`src/rtl/ctrl_pkg.sv`:
```
// Shared opcode/funct encodings, ALU codes and the control bundles that flow
// down the pipelined MIPS control path.
package ctrl_pkg;

  localparam logic [5:0] OP_RTYPE = 6'b000000;
  localparam logic [5:0] OP_LW    = 6'b100011;
  localparam logic [5:0] OP_SW    = 6'b101011;
  localparam logic [5:0] OP_BEQ   = 6'b000100;
  localparam logic [5:0] OP_ADDI  = 6'b001000;
  localparam logic [5:0] OP_J     = 6'b000010;
  localparam logic [5:0] OP_JAL   = 6'b000011;

  localparam logic [5:0] FN_ADD   = 6'b100000;
  localparam logic [5:0] FN_SUB   = 6'b100010;
  localparam logic [5:0] FN_AND   = 6'b100100;
  localparam logic [5:0] FN_OR    = 6'b100101;
  localparam logic [5:0] FN_SLT   = 6'b101010;
  localparam logic [5:0] FN_SLL   = 6'b000000;
  localparam logic [5:0] FN_SRL   = 6'b000010;
  localparam logic [5:0] FN_JR    = 6'b001000;
  localparam logic [5:0] FN_MULTU = 6'b011001;
  localparam logic [5:0] FN_MFHI  = 6'b010000;
  localparam logic [5:0] FN_MFLO  = 6'b010010;

  localparam int unsigned ALU_CODE_W = 3;
  localparam int unsigned CNT_W      = 4;

  localparam logic [ALU_CODE_W-1:0] ALU_AND = 3'b000;
  localparam logic [ALU_CODE_W-1:0] ALU_OR  = 3'b001;
  localparam logic [ALU_CODE_W-1:0] ALU_ADD = 3'b010;
  localparam logic [ALU_CODE_W-1:0] ALU_SLL = 3'b011;
  localparam logic [ALU_CODE_W-1:0] ALU_SRL = 3'b100;
  localparam logic [ALU_CODE_W-1:0] ALU_SUB = 3'b110;
  localparam logic [ALU_CODE_W-1:0] ALU_SLT = 3'b111;

  // Controls consumed in write-back; carried through every memory stage.
  typedef struct packed {
    logic we_reg;
    logic dm2reg;
    logic link;
    logic sfmux_high;
    logic sf2reg;
  } w_ctrl_t;

  // Full bundle loaded into the E stage register.
  typedef struct packed {
    logic                  reg_dst;
    logic                  alu_src;
    logic                  shmux;
    logic                  mult_enable;
    logic                  we_dm;
    logic [ALU_CODE_W-1:0] alu_op;
    w_ctrl_t               w;
  } e_ctrl_t;

endpackage

```
`src/rtl/ctrl_decode.sv`:
```
// Combinational D-stage decode of opcode/funct into the control bundle,
// D-stage branch/jump strobes and the HI/LO interlock classifiers.
module ctrl_decode
  import ctrl_pkg::*;
(
  input  logic [5:0] opcode,
  input  logic [5:0] funct,
  output e_ctrl_t    ctrl,
  output logic       branch,
  output logic       jump,
  output logic       jal,
  output logic       jr,
  output logic       illegal,
  output logic       mfhilo,
  output logic       multu
);

  always_comb begin
    ctrl    = '0;
    branch  = 1'b0;
    jump    = 1'b0;
    jal     = 1'b0;
    jr      = 1'b0;
    illegal = 1'b0;
    mfhilo  = 1'b0;
    multu   = 1'b0;
    unique case (opcode)
      OP_RTYPE: begin
        ctrl.reg_dst  = 1'b1;
        ctrl.w.we_reg = 1'b1;
        unique case (funct)
          FN_ADD: ctrl.alu_op = ALU_ADD;
          FN_SUB: ctrl.alu_op = ALU_SUB;
          FN_AND: ctrl.alu_op = ALU_AND;
          FN_OR:  ctrl.alu_op = ALU_OR;
          FN_SLT: ctrl.alu_op = ALU_SLT;
          FN_SLL: begin
            ctrl.alu_op = ALU_SLL;
            ctrl.shmux  = 1'b1;
          end
          FN_SRL: begin
            ctrl.alu_op = ALU_SRL;
            ctrl.shmux  = 1'b1;
          end
          FN_JR: begin
            ctrl = '0;
            jr   = 1'b1;
          end
          FN_MULTU: begin
            ctrl             = '0;
            ctrl.mult_enable = 1'b1;
            multu            = 1'b1;
          end
          FN_MFHI: begin
            ctrl.w.sf2reg     = 1'b1;
            ctrl.w.sfmux_high = 1'b1;
            mfhilo            = 1'b1;
          end
          FN_MFLO: begin
            ctrl.w.sf2reg = 1'b1;
            mfhilo        = 1'b1;
          end
          default: begin
            ctrl    = '0;
            illegal = 1'b1;
          end
        endcase
      end
      OP_LW: begin
        ctrl.alu_src  = 1'b1;
        ctrl.alu_op   = ALU_ADD;
        ctrl.w.we_reg = 1'b1;
        ctrl.w.dm2reg = 1'b1;
      end
      OP_SW: begin
        ctrl.alu_src = 1'b1;
        ctrl.alu_op  = ALU_ADD;
        ctrl.we_dm   = 1'b1;
      end
      OP_BEQ: begin
        ctrl.alu_op = ALU_SUB;
        branch      = 1'b1;
      end
      OP_ADDI: begin
        ctrl.alu_src  = 1'b1;
        ctrl.alu_op   = ALU_ADD;
        ctrl.w.we_reg = 1'b1;
      end
      OP_J: jump = 1'b1;
      OP_JAL: begin
        // Link write travels to W like any other register write.
        jump          = 1'b1;
        jal           = 1'b1;
        ctrl.w.we_reg = 1'b1;
        ctrl.w.link   = 1'b1;
      end
      default: illegal = 1'b1;
    endcase
  end

endmodule

```
`src/rtl/ctrl_pipe_hz.sv`:
```
// Pipelined MIPS control unit: D decode, E register with bubble/freeze,
// configurable memory-stage chain, W register and multiplier busy tracking.
module ctrl_pipe_hz
  import ctrl_pkg::*;
#(
  parameter int unsigned ALU_CTRL_W = 4,
  parameter int unsigned MEM_STAGES = 1,
  parameter int unsigned MULT_LAT   = 4
) (
  input  logic                  clk,
  input  logic                  rst,
  input  logic [5:0]            opcode,
  input  logic [5:0]            funct,
  input  logic                  stall_in,
  input  logic                  flush_e,
  input  logic                  freeze,
  output logic                  branch_d,
  output logic                  jump_d,
  output logic                  jal_d,
  output logic                  jr_d,
  output logic                  illegal_d,
  output logic                  stall_d,
  output logic                  reg_dst_e,
  output logic                  alu_src_e,
  output logic                  shmux_e,
  output logic                  mult_enable_e,
  output logic [ALU_CTRL_W-1:0] alu_ctrl_e,
  output logic                  we_dm_m,
  output logic                  we_reg_w,
  output logic                  dm2reg_w,
  output logic                  link_w,
  output logic                  sfmux_high_w,
  output logic                  sf2reg_w,
  output logic                  mult_busy,
  output logic                  mult_done
);

  e_ctrl_t          dec;
  e_ctrl_t          e_q;
  logic             we_dm_q;
  w_ctrl_t          m_q [MEM_STAGES];
  w_ctrl_t          w_q;
  logic [CNT_W-1:0] cnt;
  logic             mfhilo_d;
  logic             multu_d;
  logic             bubble;

  ctrl_decode u_decode (
    .opcode  (opcode),
    .funct   (funct),
    .ctrl    (dec),
    .branch  (branch_d),
    .jump    (jump_d),
    .jal     (jal_d),
    .jr      (jr_d),
    .illegal (illegal_d),
    .mfhilo  (mfhilo_d),
    .multu   (multu_d)
  );

  // HI/LO interlock: wait out a running multiply, or one just entering E.
  assign stall_d = (mult_busy & (mfhilo_d | multu_d)) | (mfhilo_d & e_q.mult_enable);
  assign bubble  = flush_e | stall_in | stall_d;

  always_ff @(posedge clk) begin
    if (rst) begin
      e_q <= '0;
    end else if (!freeze) begin
      e_q <= bubble ? e_ctrl_t'('0) : dec;
    end
  end

  always_ff @(posedge clk) begin
    if (rst) begin
      we_dm_q <= 1'b0;
      m_q[0]  <= '0;
    end else if (!freeze) begin
      we_dm_q <= e_q.we_dm;
      m_q[0]  <= e_q.w;
    end
  end

  for (genvar i = 1; i < int'(MEM_STAGES); i++) begin : g_mem
    always_ff @(posedge clk) begin
      if (rst) begin
        m_q[i] <= '0;
      end else if (!freeze) begin
        m_q[i] <= m_q[i-1];
      end
    end
  end

  always_ff @(posedge clk) begin
    if (rst) begin
      w_q <= '0;
    end else if (!freeze) begin
      w_q <= m_q[MEM_STAGES-1];
    end
  end

  // A multu leaving E (re)loads the occupancy counter.
  always_ff @(posedge clk) begin
    if (rst) begin
      cnt <= '0;
    end else if (!freeze) begin
      if (e_q.mult_enable) begin
        cnt <= CNT_W'(MULT_LAT);
      end else if (cnt != '0) begin
        cnt <= cnt - CNT_W'(1);
      end
    end
  end

  assign mult_busy = (cnt != '0);
  assign mult_done = (cnt == CNT_W'(1)) & ~freeze;

  assign reg_dst_e     = e_q.reg_dst;
  assign alu_src_e     = e_q.alu_src;
  assign shmux_e       = e_q.shmux;
  assign mult_enable_e = e_q.mult_enable;
  assign alu_ctrl_e    = ALU_CTRL_W'(e_q.alu_op);
  assign we_dm_m       = we_dm_q;
  assign we_reg_w      = w_q.we_reg;
  assign dm2reg_w      = w_q.dm2reg;
  assign link_w        = w_q.link;
  assign sfmux_high_w  = w_q.sfmux_high;
  assign sf2reg_w      = w_q.sf2reg;

endmodule

```
`config.mk`:
```
export PLATFORM = sky130hd
export DESIGN_NAME = ctrl_pipe_hz
export DESIGN_NICKNAME = d
export VERILOG_FILES = /design/src/rtl/ctrl_pkg.sv /design/src/rtl/ctrl_decode.sv /design/src/rtl/ctrl_pipe_hz.sv
export SDC_FILE = /design/constraint.sdc
export NUM_CORES = 1
export LEC_CHECK = 0
export ABC_CLOCK_PERIOD_IN_PS = 5050
export CORE_ASPECT_RATIO = 1.2
export CORE_MARGIN = 1.5
export CORE_UTILIZATION = 52
export DETAILED_ROUTE_END_ITERATION = 8
export PLACE_DENSITY = 0.86
export SLEW_MARGIN = 20
export SYNTH_ARGS = -nofsm -noshare
export SYNTH_HDL_FRONTEND = slang
export SYNTH_SLANG_ARGS = --single-unit
export TNS_END_PERCENT = 100
```
`constraint.sdc`:
```
create_clock -name clk -period 5.05 [get_ports clk]
set_input_delay 1.01 -clock clk [delete_from_list [all_inputs] [get_ports clk]]
set_output_delay 1.01 -clock clk [all_outputs]
set_load 0.05 [all_outputs]
```
Word-level counts from Yosys, hierarchy flattened
Memory sizes are Yosys's and may differ from the RTL's. A register that Yosys moved wholly into a read port is not among the register bits.
Index checks and enable logic that the tools add are counted.

word-level totals
  bits in registers = 18
  memory bits (writable) = 5
  bits of input ports = 17
  output and inout port bits = 22
  word-level logic and storage cells = 91
  memories kept = 1

cells by class
  add/subtract/negate cells = 1
  eq/ne operators = 17
  muxes and demuxes = 36
  bitwise operators = 8
  reductions and logical operators = 15

memory list
  memory  words  width  read ports  clocked after memory_dff  write ports  RTL line            text
  m_q     1      5      1           1                         1            ctrl_pipe_hz.sv:41  w_ctrl_t m_q [MEM_STAGES];

operator list
  cell                 count
  $eq 6x6->1 const B   7
  $mux 1               19
  $eq 6x2->1 const B   3
  $eq 6x5->1 const B   3
  $pmux 3 s6           1
  $mux 13              1
  $eq 6x4->1 const B   2
  $logic_not 6->1      2
  $pmux 1 s2           6
  $reduce_or 11->1     1
  $pmux 3 s3           1
  $reduce_or 9->1      1
  $mux 2               4
  $mux 4               2
  $eq 6x3->1 const B   1
  $reduce_or 2->1      3
  $reduce_or 3->1      2
  $reduce_or 6->1      1
  $mux 5               1
  $reduce_or 5->1      1
  $eq 4x1->1 const B   1
  $or 1x1->1           4
  $reduce_bool 4->1    1
  $sub 4x1->4 const B  1
  other kinds (6)      8

Depth between registers and ports, before layout
Gate-level depths: netlist of the first run.

  depth in word-level cells = 9
  mapped depth = 8

Modules after synthesis
From an unflattened synthesis of the first run, not the netlist that was laid out.

second synthesis, totals
  cell total of the unflattened synthesis = 198
  area total of the unflattened synthesis = 1655.3 um2

by module, submodules not included
  module        instances  cells an instance  area each (um2)  seq. area each (um2)
  ctrl_pipe_hz  1          126                1207.4           610.6
  ctrl_decode   1          72                 447.9            0.0

Worst setup path before layout of the first run
No wires, ideal clock.

  path kind = input port to output port
  start = input opcode[5]
  end = output jr_d
  arrival = 3.497 ns
  required time = 4.040 ns
  slack = 0.543 ns
  stages = 5
  path buffers = 1
  cells stage by stage = or3_1 > or3_1 > buf_6 > nand2b_4 > nor4_1

on the way
  cells in the longest elaborated chain, start to end = 2

RTL lines
  item             RTL line            text
  from (decl)      ctrl_pipe_hz.sv:12  input logic [5:0] opcode,
  $logic_not 6->1  ctrl_decode.sv:27   unique case (opcode)
  $mux 1           ctrl_decode.sv:27
  to (decl)        ctrl_pipe_hz.sv:20  output logic jr_d,

No other way between the ends.

Worst setup path after layout of the first run
  start = input opcode[3]
  end = output jr_d

Same word-level chain as after synthesis.

==> out/metrics.cfg, run 1 <==
[outcome]
status=finished, final reports clean

[final_layout]
insertedDiodeCount=0
fill_cells=238
drive_gt1_share_pct=8.08
fin_cells=232
stdcell_area_um2=1880
syn2layout_area_growth_pct=25.1
mostFrequentLayoutCell=clkdlybuf4s50_1
final_util_pct=67.6
final_cell_mix=37 x clkdlybuf4s50_1, 26 x nor2_1, 23 x dfxtp_1
fin_nets=219

[yosys]
yosysWarnings=0
synth_area_um2=1510
async_flop_share_pct=0
synthTopCellsByArea=dfxtp_1 31%, edfxtp_1 10%, nor2_1 6.5%
yosysTopAreaCellShare_pct=30.6
ys_seq_area_share_pct=40.6
ys_ff_latch=28
syn_inst=172
synth_top_flop_cell=dfxtp_1
synth_fp_nets=192
synth-edff-count=5
synth.avg_cell_area_um2=8.75
synth_area_leader_cell=dfxtp_1
yosysUniqueCellTypes=42

[sta]
maxSlewViolCount=0
finalClockSkew_ns=0.00875
setup_violations=0
fin_setup_tns_ns=0
min_period_over_period_pct=92.2
rsz0062_at_grt=false
hold_viol_final=0
maxSlewHeadroom_pct=41.9
fin_crit_ns=4.66
worst_pin_slew_ns=0.859
clock.fmax_mhz=215
fin_ws_ns=0.394

[floorplan]
fp.dieArea_um2=3230
start_util_pct=54.0
die_x_um=52.1
pin_count=39
dieHeight_um=61.9
rows=21
core_um2=2790

[detailed_routing]
vias_per_cell=5.81
detail_route.wirelength_um=3320
remaining_drc_errors=0
antenna_left=0
drt_iter0_drc=46
wire_per_inst_um=14.3
vias=1347
drtPass1Iterations=4

[critical_path]
r2r-start=cnt[0]
worstPathMaxFanout=6
startpoint_type=input pin
crit_required_ns=4.04
worst-setup-path-type=in -> out
r2r_slack_ns=2.67
arrival_ns=3.65
reg2reg_to=shmux_e
endpoint_kind=primary output
worstRegToRegCells=6

[place]
port_buffers=37
globalplace.congestion=0.892
place_ws_ns=0.444
dp_cells=228
dpl-instance-area_um2=1850
hpwlAfterDp_um=2560

[global_route]
track_usage_pct=20.4
grt_pass1_vias=1156
grt_pass1_wl_um=4890
antenna_found_initial=0
gr-total-overflow=0
grt_max_degree=20

[hold_path]
hp-start=reg_dst_e
hp-class=reg -> reg
holdPathStages=2
hold_end=reg_dst_e

[clock_tree]
htree_levels=1
postCtsSetupBuffers=0
numCtsBuffers=3
cts_buffer_depth=2
cts_sinks=28
hold_buffers=0
cts_tree=done
cts-root-buf=clkbuf_4
cts_resized=0
clkTransAtPathRegs_ns=0.15
insertion_delay_ns=0.33

[power_and_ir_drop]
p_leak_nw=0.695
ir_drop_mv=0.258
powerDensity_nw_per_um2=314

[flow_run]
max_cap_violations=0

## worst max path at each step
stage	start	to	slack (ns)	depth (start not counted)
final	opcode[3]	jr_d	0.39	6
after global routing	funct[2]	stall_d	0.25	5
after CTS	opcode[3]	jr_d	0.41	6
after detailed placement	opcode[3]	jr_d	0.44	6
after global placement	opcode[3]	jr_d	0.44	6
after floorplan	opcode[5]	jr_d	0.54	5
## registers in the layout, summed over array words and instances, names as in the netlist
signal         flops
we_dm_m            1
shmux_e            1
alu_ctrl_e         3
m_q                5
e_q                6
mult_enable_e      1
sfmux_high_w       1
reg_dst_e          1
we_reg_w           1
alu_src_e          1
link_w             1
cnt                4
dm2reg_w           1
sf2reg_w           1
## power by group
| part | switching (mW) | internal, mW | leakage (nW) |
|---|---|---|---|
| combinational | 0.142 | 0.0836 | 0.432 |
| clock | 0.0634 | 0.0441 | 0.0210 |
| sequential | 0.0153 | 0.243 | 0.242 |
## per-layer routing
layer | vias to the layer above | wire, µm | track usage (%)
li1 | 660 | - | -
met4 | 0 | 54 | 9.77
met5 | - | 0 | 0
met3 | 6 | 197 | 3.59
met1 | 627 | 1350 | 24.3
met2 | 54 | 1720 | 35.6
## critical path, stage by stage
cell and delay [ns]:
clkdlybuf4s50_1 0.51, or3_1 0.37, or3_1 0.43, nand2b_4 0.19, nor4_1 0.27, clkdlybuf4s50_1 0.86
## stage by stage
stage	hold slack [ns]	total power, mW
2_1_floorplan	0.426	0.422
5_1_grt	0.507	0.624
3_3_place_gp	0.440	0.476
6_report	0.476	0.592
3_5_place_dp	0.452	0.487
4_1_cts	0.485	0.592
## final cells by class
| class | instances | area (µm²) | share of cell area (%) |
|---|---|---|---|
| multi-input cells | 122 | 790 | 41.9 |
| flip-flops and latches | 28 | 611 | 32.4 |
| well taps | 34 | 42.5 | 2.26 |
| inverters | 5 | 18.8 | 0.997 |
| clock buffers | 4 | 36.3 | 1.93 |
| repair buffers | 39 | 385 | 20.5 |
## logic make-up (layout without fill, tap and decap cells)
| logic type | after synthesis | after routing | synth area share (%) |
|---|---|---|---|
| fa+ha+maj | 3 | 3 | 2.49 |
| other cells | 1 | 1 | 0.249 |
| flops | 28 | 28 | 40.6 |
| buf+inv | 22 | 48 | 6.98 |
| mux | 8 | 8 | 5.40 |
| simple gates | 76 | 76 | 26.1 |
| xor+xnor | 1 | 1 | 0.582 |
| compound gates | 33 | 33 | 17.6 |
## cell usage after synthesis (2+ instances only)
master     n
nor2_1    26
dfxtp_1   23
clkbuf_1  11
nand2_1   11
a21oi_1    9
nor3_1     9
mux2i_1    7
and2_1     6
or3_1      6
edfxtp_1   5
inv_1      5
buf_4      4
nor4_1     4
a211oi_1   3
a22oi_1    3
ha_1       3
nand3b_1   3
o21ai_0    3
a31oi_1    2
a32o_1     2
nand3_1    2
nor3b_1    2
nor4b_1    2
o31ai_2    2
o41ai_2    2
No activity file was read; power rests on OpenSTA's default activity.
==> run 2: changes to the inputs <==
--- a/config.mk
+++ b/config.mk
@@ -6,8 +6,9 @@
 export NUM_CORES = 1
 export LEC_CHECK = 0
 export ABC_CLOCK_PERIOD_IN_PS = 5050
+export CAP_MARGIN = 20
 export CORE_ASPECT_RATIO = 1.2
-export CORE_MARGIN = 1.5
+export CORE_MARGIN = 10
 export CORE_UTILIZATION = 52
 export DETAILED_ROUTE_END_ITERATION = 8
 export PLACE_DENSITY = 0.86
==> out/metrics.cfg, run 2 (same netlist as run 1, synthesis figures left out) <==
[final_layout]
insertedDiodeCount=0  ; unchanged
largest_reg_flops=6  ; unchanged
seqCellArea_um2=611  ; unchanged
syn2layout_area_growth_pct=25.7
mostFrequentLayoutCell=clkdlybuf4s50_1
drive_gt1_share_pct=7.61  ; -0.47 points
top_regs=e_q: 6 flops, m_q: 5 flops, cnt: 4 flops
fin_nets=218  ; -0.46%
multi_input_area_um2=790  ; unchanged
top_register=e_q
final_cell_mix=37 x clkdlybuf4s50_1, 26 x nor2_1, 23 x dfxtp_1
fill_cells=213  ; -11%

[clock_tree]
hold_buffers=0  ; unchanged
cts_tree=done
postCtsSetupBuffers=0  ; unchanged
cts_buffer_depth=2  ; unchanged
numCtsBuffers=3  ; unchanged
cts_sinks=28  ; unchanged
insertion_delay_ns=0.33  ; about the same
cts_resized=0  ; unchanged
clkTransAtPathRegs_ns=0.15  ; about the same
htree_levels=1  ; unchanged
cts-root-buf=clkbuf_4

[place]
port_buffers=37  ; unchanged
hpwlAfterDp_um=2930  ; +14%
place_ws_ns=0.435  ; -0.00947 ns
globalplace.congestion=0.898  ; +0.75%

[critical_path]
crit_required_ns=4.04  ; about the same
slowest_stage=clkdlybuf4s50_1
critPathMaxStageDelay_ns=0.90  ; +0.04 ns
arrival_ns=3.64  ; about the same
worstPathMaxFanout=11  ; +5
path_cells=clkdlybuf4s50_1 > nand3b_1 > a2111o_1 > a2111oi_2 > clkdlybuf4s50_1
startpoint_type=input pin
worst-setup-path-type=in -> out
endpoint_kind=primary output
crit_top_cell=clkdlybuf4s50_1
path_buf_inv=2  ; unchanged
path_delay_family=buffers and inverters

[global_route]
grt_max_degree=20  ; unchanged
track_usage_pct=13.7  ; -6.7 points
grt_pass1_wl_um=6440  ; +32%
use_met3_pct=4.60  ; +1.0 points
use_met2_pct=23.4  ; -12 points
antenna_found_initial=0  ; unchanged
grt_util_met1_pct=14.8  ; -9.5 points
busiest_layer=met2
grt_pass1_vias=1393  ; +21%
gr-total-overflow=0  ; unchanged

[power_and_ir_drop]
p_leak_nw=0.697  ; +0.31%
pwr-share-seq_pct=40.7  ; -3.0 points
power_frac_comb_pct=36.4  ; -1.7 points
swShare_pct=35.8  ; -1.4 points
p_int_uw=408  ; +9.9%
ir_drop_mv=0.275  ; +6.7%
p_sw_uw=228  ; +3.3%
powerDensity_nw_per_um2=336  ; +6.9%
p_clk_share_pct=22.9  ; +4.7 points

[sta]
hold_viol_final=0  ; unchanged
worst_pin_slew_ns=0.810  ; -0.0490 ns
whs_ns=0.481  ; +0.00487 ns
fin_crit_ns=4.65  ; -0.00471 ns
fin_setup_tns_ns=0  ; unchanged
rsz0062_at_grt=false
fin_ws_ns=0.398  ; +0.00471 ns
setup_violations=0  ; unchanged
finalClockSkew_ns=0.0133  ; +0.00452 ns
clock.fmax_mhz=215  ; +0.10%
maxSlewHeadroom_pct=45.2  ; +3.3 points
maxSlewViolCount=0  ; unchanged
min_period_over_period_pct=92.1  ; -0.093 points

[floorplan]
pin_count=39  ; unchanged
rows=21  ; unchanged
fp.dieArea_um2=5460  ; +69%
start_util_pct=54.0  ; unchanged
core_um2=2790  ; unchanged
dieHeight_um=78.9  ; +27%
die_x_um=69.1  ; +33%

[detailed_routing]
remaining_drc_errors=0  ; unchanged
drtPass1Iterations=5  ; +1
drt_iter0_drc=39  ; -15%
vias=1356  ; +0.67%
wire_per_inst_um=16.7  ; +17%
vias_per_cell=5.87  ; +1.1%
antenna_left=0  ; unchanged
detail_route.wirelength_um=3860  ; +16%

[outcome]
status=finished, final reports clean

[hold_path]
hp-class=reg -> reg

[flow_run]
max_cap_violations=0  ; unchanged

-- run 2: cell count changes in the layout (fill, tap and decap cells not counted), sizes merged --
cell    delta
bufinv     +1
buf        -1
clkbuf     -1
-- run 2: area by class of cell --
type	instances	share of cell area (%)
well taps	34	2.25
clock buffers	3	1.19
flip-flops and latches	28	32.3
inverters	5	0.992
multi-input cells	122	41.7
repair buffers	38	20.0
clock inverters	1	1.59
-- run 2: worst paths after layout --
kind | startpoint | to | slack (ns) | depth (start not counted)
min | e_q[4] | e_q[4] | 0.48 | 1
max | funct[1] | stall_d | 0.40 | 5
max reg2reg | cnt[0] | shmux_e | 2.73 | 6
min reg2reg | e_q[4] | e_q[4] | 0.48 | 1
-- run 2: per-stage QoR --
step	power, mW	instance area (µm²)	utilization, %	instances
2_1_floorplan	0.422	1510	-	172
3_3_place_gp	0.477	1840	66.0	227
3_5_place_dp	0.491	1840	66.0	227
4_1_cts	0.638	1890	67.9	231
5_1_grt	0.671	1890	67.9	231
6_report	0.636	1890	67.9	231
-- run 2: power by group through the flow --
stage                     registers, mW  logic [mW]  clock network (mW)
after floorplan                   0.264       0.158                   0
after global placement            0.262       0.215                   0
after detailed placement          0.263       0.228                   0
after CTS                         0.258       0.233               0.147
after global routing              0.261       0.252               0.158
final                             0.259       0.231               0.146
-- run 2: per-layer routing --
metal  share of wire, %  vias up
li1                   -      659
met1                 42      630
met2                 48       52
met3                6.8       15
met4                3.2        0
met5                  0        -
